### src/rtl/fivesons_game_ctrl.sv
// fivesons_game_ctrl: turn sequencer and win detector for the FiveSons gomoku
// board. Owns the board register, cursor, turn and game status. After every
// placement it walks the 8 rays around the new stone, one cell per cycle, and
// decides win, draw or next turn.
module fivesons_game_ctrl #(
  parameter int BOARD_N = 16,
  parameter int COORD_W = 4,
  parameter int WIN_LEN = 5
) (
  input  logic                           Clck,
  input  logic                           Reset,
  input  logic                           new_game,
  input  logic                           btn_up,
  input  logic                           btn_down,
  input  logic                           btn_left,
  input  logic                           btn_right,
  input  logic                           btn_place,
  output logic [2*BOARD_N*BOARD_N-1:0]   board,
  output logic [COORD_W-1:0]             pointer_loc_x,
  output logic [COORD_W-1:0]             pointer_loc_y,
  output logic [1:0]                     gaming_status,
  output logic                           turn,
  output logic                           busy
);

  localparam int CELLS  = BOARD_N * BOARD_N;
  localparam int BRD_W  = 2 * CELLS;
  localparam int CNT_W  = $clog2(CELLS + 1);
  localparam int STEP_W = $clog2(WIN_LEN);
  localparam int RUN_W  = $clog2(2 * WIN_LEN);
  // Probe coordinates get two extra bits so that stepping off either edge
  // shows up as a non-zero upper field instead of wrapping onto the board.
  localparam int PRB_W  = COORD_W + 2;
  localparam int IDX_W  = 2 * COORD_W + 1;

  localparam logic [STEP_W-1:0] LAST_STEP = STEP_W'(WIN_LEN - 1);
  localparam logic [RUN_W-1:0]  WIN_RUN   = RUN_W'(WIN_LEN);
  localparam logic [CNT_W-1:0]  FULL_CNT  = CNT_W'(CELLS);

  typedef enum logic [1:0] {IDLE, CHECK, EVAL, OVER} state_t;

  // Rays are ordered so that each axis is an even/odd pair.
  typedef enum logic [2:0] {
    DIR_E, DIR_W, DIR_S, DIR_N, DIR_SE, DIR_NW, DIR_SW, DIR_NE
  } dir_t;

  state_t              state_q;
  logic [BRD_W-1:0]    board_q;
  logic [COORD_W-1:0]  ptr_x_q, ptr_y_q;
  logic [1:0]          status_q;
  logic                turn_q;
  logic                busy_q;
  logic [CNT_W-1:0]    count_q;

  // Scan context for the stone being checked.
  logic [COORD_W-1:0]  org_x_q, org_y_q;
  logic [1:0]          color_q;
  dir_t                dir_q;
  logic [STEP_W-1:0]   step_q;
  logic [RUN_W-1:0]    run_q;
  logic                win_q;

  logic [PRB_W-1:0]    ox, oy, off;
  logic [PRB_W-1:0]    probe_x, probe_y;
  logic                probe_in;
  logic [IDX_W-1:0]    probe_idx;
  logic [1:0]          probe_cell;
  logic                match;
  logic                ray_end;
  logic [RUN_W-1:0]    run_d;

  logic [IDX_W-1:0]    ptr_idx;
  logic                ptr_empty;
  logic [1:0]          stone;

  assign ox  = PRB_W'(org_x_q);
  assign oy  = PRB_W'(org_y_q);
  assign off = PRB_W'(step_q);

  // Probe position: origin plus step_q cells along the current ray.
  always_comb begin
    // NOTE: every output of a combinational block gets a default first, so no
    // path through the case leaves it unassigned and infers a latch.
    probe_x = ox;
    probe_y = oy;
    case (dir_q)
      DIR_E:  probe_x = ox + off;
      DIR_W:  probe_x = ox - off;
      DIR_S:  probe_y = oy + off;
      DIR_N:  probe_y = oy - off;
      DIR_SE: begin probe_x = ox + off; probe_y = oy + off; end
      DIR_NW: begin probe_x = ox - off; probe_y = oy - off; end
      DIR_SW: begin probe_x = ox - off; probe_y = oy + off; end
      DIR_NE: begin probe_x = ox + off; probe_y = oy - off; end
      default: ;
    endcase
  end

  assign probe_in   = (probe_x[PRB_W-1:COORD_W] == '0) &&
                      (probe_y[PRB_W-1:COORD_W] == '0);
  assign probe_idx  = {probe_y[COORD_W-1:0], probe_x[COORD_W-1:0], 1'b0};
  assign probe_cell = board_q[probe_idx +: 2];
  assign match      = probe_in && (probe_cell == color_q);
  assign run_d      = match ? run_q + RUN_W'(1) : run_q;
  assign ray_end    = !match || (step_q == LAST_STEP);

  assign ptr_idx    = {ptr_y_q, ptr_x_q, 1'b0};
  assign ptr_empty  = (board_q[ptr_idx +: 2] == 2'b00);
  assign stone      = turn_q ? 2'b10 : 2'b01;

  // Game FSM: button handling, placement, ray scan and result evaluation.
  always_ff @(posedge Clck or posedge Reset) begin
    if (Reset) begin
      // NOTE: the board is a plain flop array driven straight to the display,
      // not a RAM, so it can and must be cleared by reset.
      board_q  <= '0;
      ptr_x_q  <= COORD_W'(4);
      ptr_y_q  <= COORD_W'(6);
      status_q <= 2'b00;
      turn_q   <= 1'b0;
      busy_q   <= 1'b0;
      count_q  <= '0;
      state_q  <= IDLE;
      org_x_q  <= '0;
      org_y_q  <= '0;
      color_q  <= 2'b00;
      dir_q    <= DIR_E;
      step_q   <= STEP_W'(1);
      run_q    <= RUN_W'(1);
      win_q    <= 1'b0;
    end else if (new_game && (state_q == IDLE || state_q == OVER)) begin
      // NOTE: sequential state uses non-blocking assignments so every register
      // samples the pre-edge values regardless of statement order.
      board_q  <= '0;
      status_q <= 2'b00;
      turn_q   <= 1'b0;
      count_q  <= '0;
      state_q  <= IDLE;
    end else begin
      case (state_q)
        IDLE: begin
          if (btn_place) begin
            // A place on an occupied cell still consumes this cycle's action.
            if (ptr_empty) begin
              board_q[ptr_idx +: 2] <= stone;
              count_q <= count_q + CNT_W'(1);
              busy_q  <= 1'b1;
              org_x_q <= ptr_x_q;
              org_y_q <= ptr_y_q;
              color_q <= stone;
              dir_q   <= DIR_E;
              step_q  <= STEP_W'(1);
              run_q   <= RUN_W'(1);
              win_q   <= 1'b0;
              state_q <= CHECK;
            end
          end else if (btn_up) begin
            ptr_y_q <= ptr_y_q - COORD_W'(1);
          end else if (btn_down) begin
            ptr_y_q <= ptr_y_q + COORD_W'(1);
          end else if (btn_left) begin
            ptr_x_q <= ptr_x_q - COORD_W'(1);
          end else if (btn_right) begin
            ptr_x_q <= ptr_x_q + COORD_W'(1);
          end
        end

        CHECK: begin
          if (!ray_end) begin
            step_q <= step_q + STEP_W'(1);
            run_q  <= run_d;
          end else begin
            step_q <= STEP_W'(1);
            if (!dir_q[0]) begin
              // First ray of an axis done: keep its count for the opposite ray.
              dir_q <= dir_t'(dir_q + 3'd1);
              run_q <= run_d;
            end else if (run_d >= WIN_RUN) begin
              win_q   <= 1'b1;
              state_q <= EVAL;
            end else if (dir_q == DIR_NE) begin
              state_q <= EVAL;
            end else begin
              dir_q <= dir_t'(dir_q + 3'd1);
              run_q <= RUN_W'(1);
            end
          end
        end

        EVAL: begin
          busy_q <= 1'b0;
          if (win_q) begin
            status_q <= color_q;
            state_q  <= OVER;
          end else if (count_q == FULL_CNT) begin
            status_q <= 2'b11;
            state_q  <= OVER;
          end else begin
            turn_q  <= ~turn_q;
            state_q <= IDLE;
          end
        end

        OVER: ;

        default: state_q <= IDLE;
      endcase
    end
  end

  assign board         = board_q;
  assign pointer_loc_x = ptr_x_q;
  assign pointer_loc_y = ptr_y_q;
  assign gaming_status = status_q;
  assign turn          = turn_q;
  assign busy          = busy_q;

endmodule

### config.mk
export PLATFORM = sky130hd
export DESIGN_NAME = fivesons_game_ctrl
export DESIGN_NICKNAME = d
export VERILOG_FILES = /design/src/rtl/fivesons_game_ctrl.sv
export SDC_FILE = /design/constraint.sdc
export NUM_CORES = 2
export LEC_CHECK = 0
export CORE_ASPECT_RATIO = 0.7
export CORE_MARGIN = 4
export CORE_UTILIZATION = 50
export CTS_CLUSTER_DIAMETER = 40
export DETAILED_ROUTE_END_ITERATION = 8
export HOLD_SLACK_MARGIN = 0.12
export PLACE_DENSITY = 0.75
export SYNTH_ARGS = -nofsm -noshare
export SYNTH_HDL_FRONTEND = slang
export SYNTH_SLANG_ARGS = --single-unit
### constraint.sdc
create_clock -name Clck -period 30 [get_ports Clck]
set_input_delay 6 -clock Clck [delete_from_list [all_inputs] [get_ports Clck]]
set_output_delay 6 -clock Clck [all_outputs]
set_load 0.02 [all_outputs]
**Word level (Yosys, flattened, before mapping)**

Cells that the tools add are included.

- Logic and storage cells: 168
- Input port bits: 8
- Register bits after elaboration: 556

- Reduce and logical (&&, ||, !) cells: 38
- Shift operators: 4
- Bitwise gates (word level): 5
- Eq/ne operators: 29
- $lt $le $gt $ge: 1
- Mux-type cells: 62
- Add/sub/neg operators: 13

Operator list:

| cell | count |
|---|---|
| $mux W512 | 4 |
| $shiftx A512 B10 Y2 | 2 |
| $bwmux W512 | 1 |
| $shift A2 B11 Y512 const A | 1 |
| $shiftx A2 B11 Y512 | 1 |
| $mux W4 | 11 |
| $mux W9 | 4 |
| $mux W2 | 14 |
| $mux W3 | 9 |
| $pmux W6 S2 | 2 |
| $reduce_and A6 Y1 | 3 |
| $reduce_and A4 Y1 | 4 |
| $reduce_bool A2 Y1 | 8 |
| $eq A3 B3 Y1 const B | 5 |
| $reduce_and A7 Y1 | 2 |
| $add A4 B1 Y4 const B | 3 |
| $ne A2 B2 Y1 const B | 6 |
| $ne A3 B3 Y1 const B | 4 |
| $ne A4 B4 Y1 const B | 3 |
| $pmux W3 S2 | 2 |
| $reduce_or A3 Y1 | 4 |
| $mux W1 | 11 |
| $neg A9 Y11 | 1 |
| $add A4 B3 Y5 | 2 |
| 27 further kinds | 45 |

**Logic depth before layout (Yosys ltp)**

- Depth after elaboration: 13
- Depth in mapped cells: 22

**Worst setup path after synthesis**

OpenSTA, ideal clock, no wires.

- Path type: input to register
- Start point: input new_game
- End point: register board_q[134], in the netlist board[134]
- Data arrival time: 7748 ps
- Library setup time: 101 ps
- Buffers on the path: 2
- Data required time: 29899 ps
- Slack: 22151 ps
- Stages: 8
- Cells stage by stage: nor2b_1 > or2_2 > clkbuf_1 > nor2_1 > and3_1 > buf_1 > nand2b_1 > o32ai_1

- Cells in the longest elaborated chain, start to end: 3
- Elaborated cells on any way between the ends: 6

Ends and longest elaborated chain:

| what | RTL line | text |
|---|---|---|
| start, declared | 12 | `input logic new_game,` |
| $logic_and A1 B1 Y1 * | 131 | `end else if (new_game && (state_q == IDLE \|\| state_q == OVER)) begin` |
| $reduce_bool A2 Y1 (no line) | -- |  |
| $reduce_and A3 Y1 (no line) | -- |  |
| end signal, assigned by index | 145 | `board_q[ptr_idx +: 2] <= stone;` |
| end, declared | 48 | `logic [BRD_W-1:0] board_q;` |

Mark *: on every way between the ends. The rest lies on a longest branch, timed or not.
A chain may end at the register's enable or synchronous reset.

**Final worst setup path**

- Start point: input new_game
- End point: register board_q[251], in the netlist board[251]

Same word-level chain as after synthesis.

==> metrics.log <==
[metrics] Avg Synthesized Cell Area: 8.29 sq um
[metrics] worst r2r path cells: 18
[metrics] areal power density over the cells: 110 mW/mm^2
[metrics] sequential cell area in the final layout: 0.0139 sq mm
[metrics] failing checks: design-rule violations, max-capacitance violations, max-slew violations
[metrics] area delta synth->final: 25.8%
[metrics] Die Span Y: 225 um
[metrics] total routing usage reported by global routing: 50.0%
[metrics] number of gates resized after cts: 0
[metrics] slew of the pin with the lowest slew margin: 1.62 ns
[metrics] antenna violations before repair: 13
[metrics] floorplan core area: 0.0665 sq mm
[metrics] library cell with the largest summed area after synthesis: sky130_fd_sc_hd__dfrtp_1
[metrics] Finished Cell Area: 0.0423 sq mm
[metrics] Data required, critical path: 30.55 ns
[metrics] worst slew margin relative to its limit: -8.51%
[metrics] fraction of registers with async set/reset: 100%
[metrics] number of buffers added for setup after CTS: 0
[metrics] clock tree from TritonCTS: yes
[metrics] Ports: 532
[metrics] path class of the lowest-slack min-delay path: reg -> reg
[metrics] DPL Wire Length: 128 mm
[metrics] met3 WL post-DR: 36.2 mm
[metrics] Nets: 4492
[metrics] Chip Width: 318 um
[metrics] FMAX: 111 MHz
[metrics] primary flip-flop cell chosen by synthesis mapping: sky130_fd_sc_hd__dfrtp_1
[metrics] most frequent cells in the layout: 694 x sky130_fd_sc_hd__nand2_1, 548 x sky130_fd_sc_hd__dfrtp_1, 531 x sky130_fd_sc_hd__clkdlybuf4s50_1
[metrics] Peak VDD IR: 0.000139 V
[metrics] share of synthesized area occupied by flip-flops and latches: 41.3%
[metrics] max-cap check violation count: 2
[metrics] clock transition at the registers of the reported paths: 0.07 ns
[metrics] CTS H-Tree Depth: 3
[metrics] Worst Clk Skew: 0.0318 ns
[metrics] element type at the critical path start: primary input
[metrics] uppermost layer routed: met5
[metrics] CTS buffer count: 77
[metrics] commonest non-fill, non-tap cell in the layout: sky130_fd_sc_hd__nand2_1
[metrics] Core Rows: 79
[metrics] crit path max fanout: 101
[metrics] Worst R2R Start: dir_q[0]
[metrics] first-pass GRT wire length: 260 mm
[metrics] vias per inst: 7.26
[metrics] multi-input gate area in the final layout: 0.0184 sq mm
[metrics] sum of negative setup slack: 0 ns
[metrics] number of failing hold endpoints at the final stage: 0
[metrics] register bit count reported by yosys: 556
[metrics] final routed wirelength across all metal layers: 187 mm
[metrics] Syn Nets: 4108
[metrics] leak pwr: 16.2 nW
[metrics] endpoint type of the worst setup path: register
[metrics] wl on met1: 64.2 mm
[metrics] number of filler cells placed in the layout: 5635
[metrics] cts hold-fix bufs: 0
[metrics] overflow left after global routing: 0
[metrics] number of nets with antenna violations after detailed routing: 0
[metrics] count of buffers from port buffering: 531
[metrics] number of synthesized flops with an enable pin: 0
[metrics] worst hold start: run_q[3]
[metrics] post-layout min period: 9.04 ns
[metrics] initial drt markers: 8042
[metrics] maximum buffer depth of the clock tree: 3
[metrics] Sinks on Clock Net: 556
[metrics] final number of setup-violating endpoints: 0
[metrics] Final Total Pwr: 0.00465 W
[metrics] yosys warns: 0
[metrics] vias in the first global route: 35500
[metrics] clock latency at the later pin of the worst-skew pair: 0.65 ns
[metrics] Starting Density: 50.6%
[metrics] Worst Setup SP: new_game
[metrics] placed standard-cell area: 0.0397 sq mm
[metrics] post-route DRC violation count: 17
[metrics] last weighted congestion value of the routability-driven placer: 1.07
[metrics] max-slew violations: 9
[metrics] die area: 0.0716 sq mm
[metrics] pin count of the biggest net entering global routing: 167
[metrics] Crit path arrival time: 9.60 ns
[metrics] Detailed Routing Iterations Pass 1: 9
[metrics] top cells by area in the synthesized netlist: sky130_fd_sc_hd__dfrtp_1 41%, sky130_fd_sc_hd__nand2_1 7.8%, sky130_fd_sc_hd__nand3_1 6.3%
[metrics] number of vias after detailed routing: 39300
[metrics] unrepaired setup endpoints after global routing: no
[metrics] result of the run: complete, but fails checks
[metrics] fraction of final layout cells sized beyond drive strength 1: 8.57%
[metrics] post-synth top area share: 41.0%
[metrics] worst hold stages: 1
[metrics] slack of the worst reg-to-reg path: 20.98 ns
[metrics] synthesized netlist cell count: 4061
[metrics] DR WL/cell: 34.6 um
[metrics] clock tree root driver cell: sky130_fd_sc_hd__clkbuf_16
[metrics] post-synthesis instance area: 0.0337 sq mm
[metrics] WS Path Type: in -> reg
[metrics] number of distinct library cell variants in the gate-level netlist after synthesis: 92
[metrics] Final period util: 30.1%
[metrics] met2 wirelength from detailed routing: 70.6 mm
## sequential cells by signal, summed over array words and instances, names as in the netlist, 2 cells and up
signal	cells
board	512
count_q	9
org_x_q	4
org_y_q	4
pointer_loc_x	4
pointer_loc_y	4
run_q	4
dir_q	3
step_q	3
color_q	2
gaming_status	2
state_q	2
## cell families after synthesis
family | count (synthesis) | share of synthesized area, %
AO/OA/AOI/OAI | 953 | 17.0
flip-flops | 556 | 41.3
XOR/XNOR | 30 | 0.780
AND/OR/NAND/NOR | 1863 | 24.4
adder cells (fa/ha/maj) | 39 | 1.58
buffers and inverters | 371 | 4.86
multiplexers | 249 | 10.0
## where the power goes
| group | internal [W] | switching (W) | total, W | leakage, nW |
|---|---|---|---|---|
| combinational | 0.000678 | 0.00216 | 0.00284 | 7.20 |
| sequential | 0.000777 | 0.0000674 | 0.000844 | 7.70 |
| clock | 0.000565 | 0.000395 | 0.000960 | 1.27 |
| total | 0.00202 | 0.00263 | 0.00465 | 16.2 |
## cell usage after synthesis, types with 5 or more instances
cell type	n
sky130_fd_sc_hd__dfrtp_1	551
sky130_fd_sc_hd__buf_4	9
sky130_fd_sc_hd__and2_1	12
sky130_fd_sc_hd__mux2_2	23
sky130_fd_sc_hd__nand3b_1	7
sky130_fd_sc_hd__fa_1	6
sky130_fd_sc_hd__dfstp_2	5
sky130_fd_sc_hd__nand4_1	16
sky130_fd_sc_hd__nand3_1	426
sky130_fd_sc_hd__nand2_1	699
sky130_fd_sc_hd__buf_8	5
sky130_fd_sc_hd__nor3_1	266
sky130_fd_sc_hd__xnor2_1	21
sky130_fd_sc_hd__a22oi_1	14
sky130_fd_sc_hd__a21oi_1	300
sky130_fd_sc_hd__a221oi_1	23
sky130_fd_sc_hd__clkbuf_1	206
sky130_fd_sc_hd__buf_6	10
sky130_fd_sc_hd__nor4_1	17
sky130_fd_sc_hd__buf_1	32
sky130_fd_sc_hd__a211oi_1	25
sky130_fd_sc_hd__o21ai_0	401
sky130_fd_sc_hd__a311oi_1	10
sky130_fd_sc_hd__a32o_1	43
sky130_fd_sc_hd__a22o_1	10
sky130_fd_sc_hd__o32ai_1	12
sky130_fd_sc_hd__a21o_1	8
sky130_fd_sc_hd__and3_1	8
sky130_fd_sc_hd__a41oi_1	5
sky130_fd_sc_hd__mux4_2	68
sky130_fd_sc_hd__inv_1	55
sky130_fd_sc_hd__ha_1	33
sky130_fd_sc_hd__a2111oi_0	6
sky130_fd_sc_hd__xor2_1	9
sky130_fd_sc_hd__buf_2	51
sky130_fd_sc_hd__or3_1	16
sky130_fd_sc_hd__nor2_1	352
sky130_fd_sc_hd__nand2b_1	16
sky130_fd_sc_hd__a32oi_1	19
sky130_fd_sc_hd__nor2b_1	8
sky130_fd_sc_hd__a31oi_1	12
sky130_fd_sc_hd__o22ai_1	12
sky130_fd_sc_hd__mux2i_1	157
## worst paths after layout
kind | endpoint
worst max register to register | state_q[1]
worst min-delay path | run_q[3]
worst max-delay path | board[251]
max in group asynchronous | pointer_loc_x[1]
min in group asynchronous | board[79]
worst min register to register | run_q[3]
## cell type report
cell class	instances	area share, %
sequential	556	32.9
inverter	57	0.523
clock inverter	44	1.36
antenna	15	0.0886
tap	891	2.63
multi-input combinational	3134	43.4
clock buffer	95	4.90
timing repair buffer	619	14.2
## metrics by stage
step	cells	hold WS, ns	utilization [%]	setup WS, ns
detailed placement	5257	0.519	59.6	20.63
global placement	5257	0.504	59.6	20.74
CTS	5396	0.529	63.6	21.28
finish	5411	0.535	63.7	20.96
global route	5397	0.550	63.6	20.99
floorplan	4061	0.471	-	8.46
## per-layer routing
layer	GRT usage, %	vias to the layer above
li1	-	15400
met1	62.5	18600
met2	66.7	4231
met3	27.5	1011
met4	31.6	10
met5	0.850	-
## critical path: stages
cell                              delay (ns)
sky130_fd_sc_hd__clkdlybuf4s50_1        0.47
sky130_fd_sc_hd__nand2b_4               0.60
sky130_fd_sc_hd__buf_4                  0.88
sky130_fd_sc_hd__buf_4                  1.02
sky130_fd_sc_hd__nand2_1                0.15
sky130_fd_sc_hd__o21ai_0                0.24
Power figures use the tool's default switching activity.
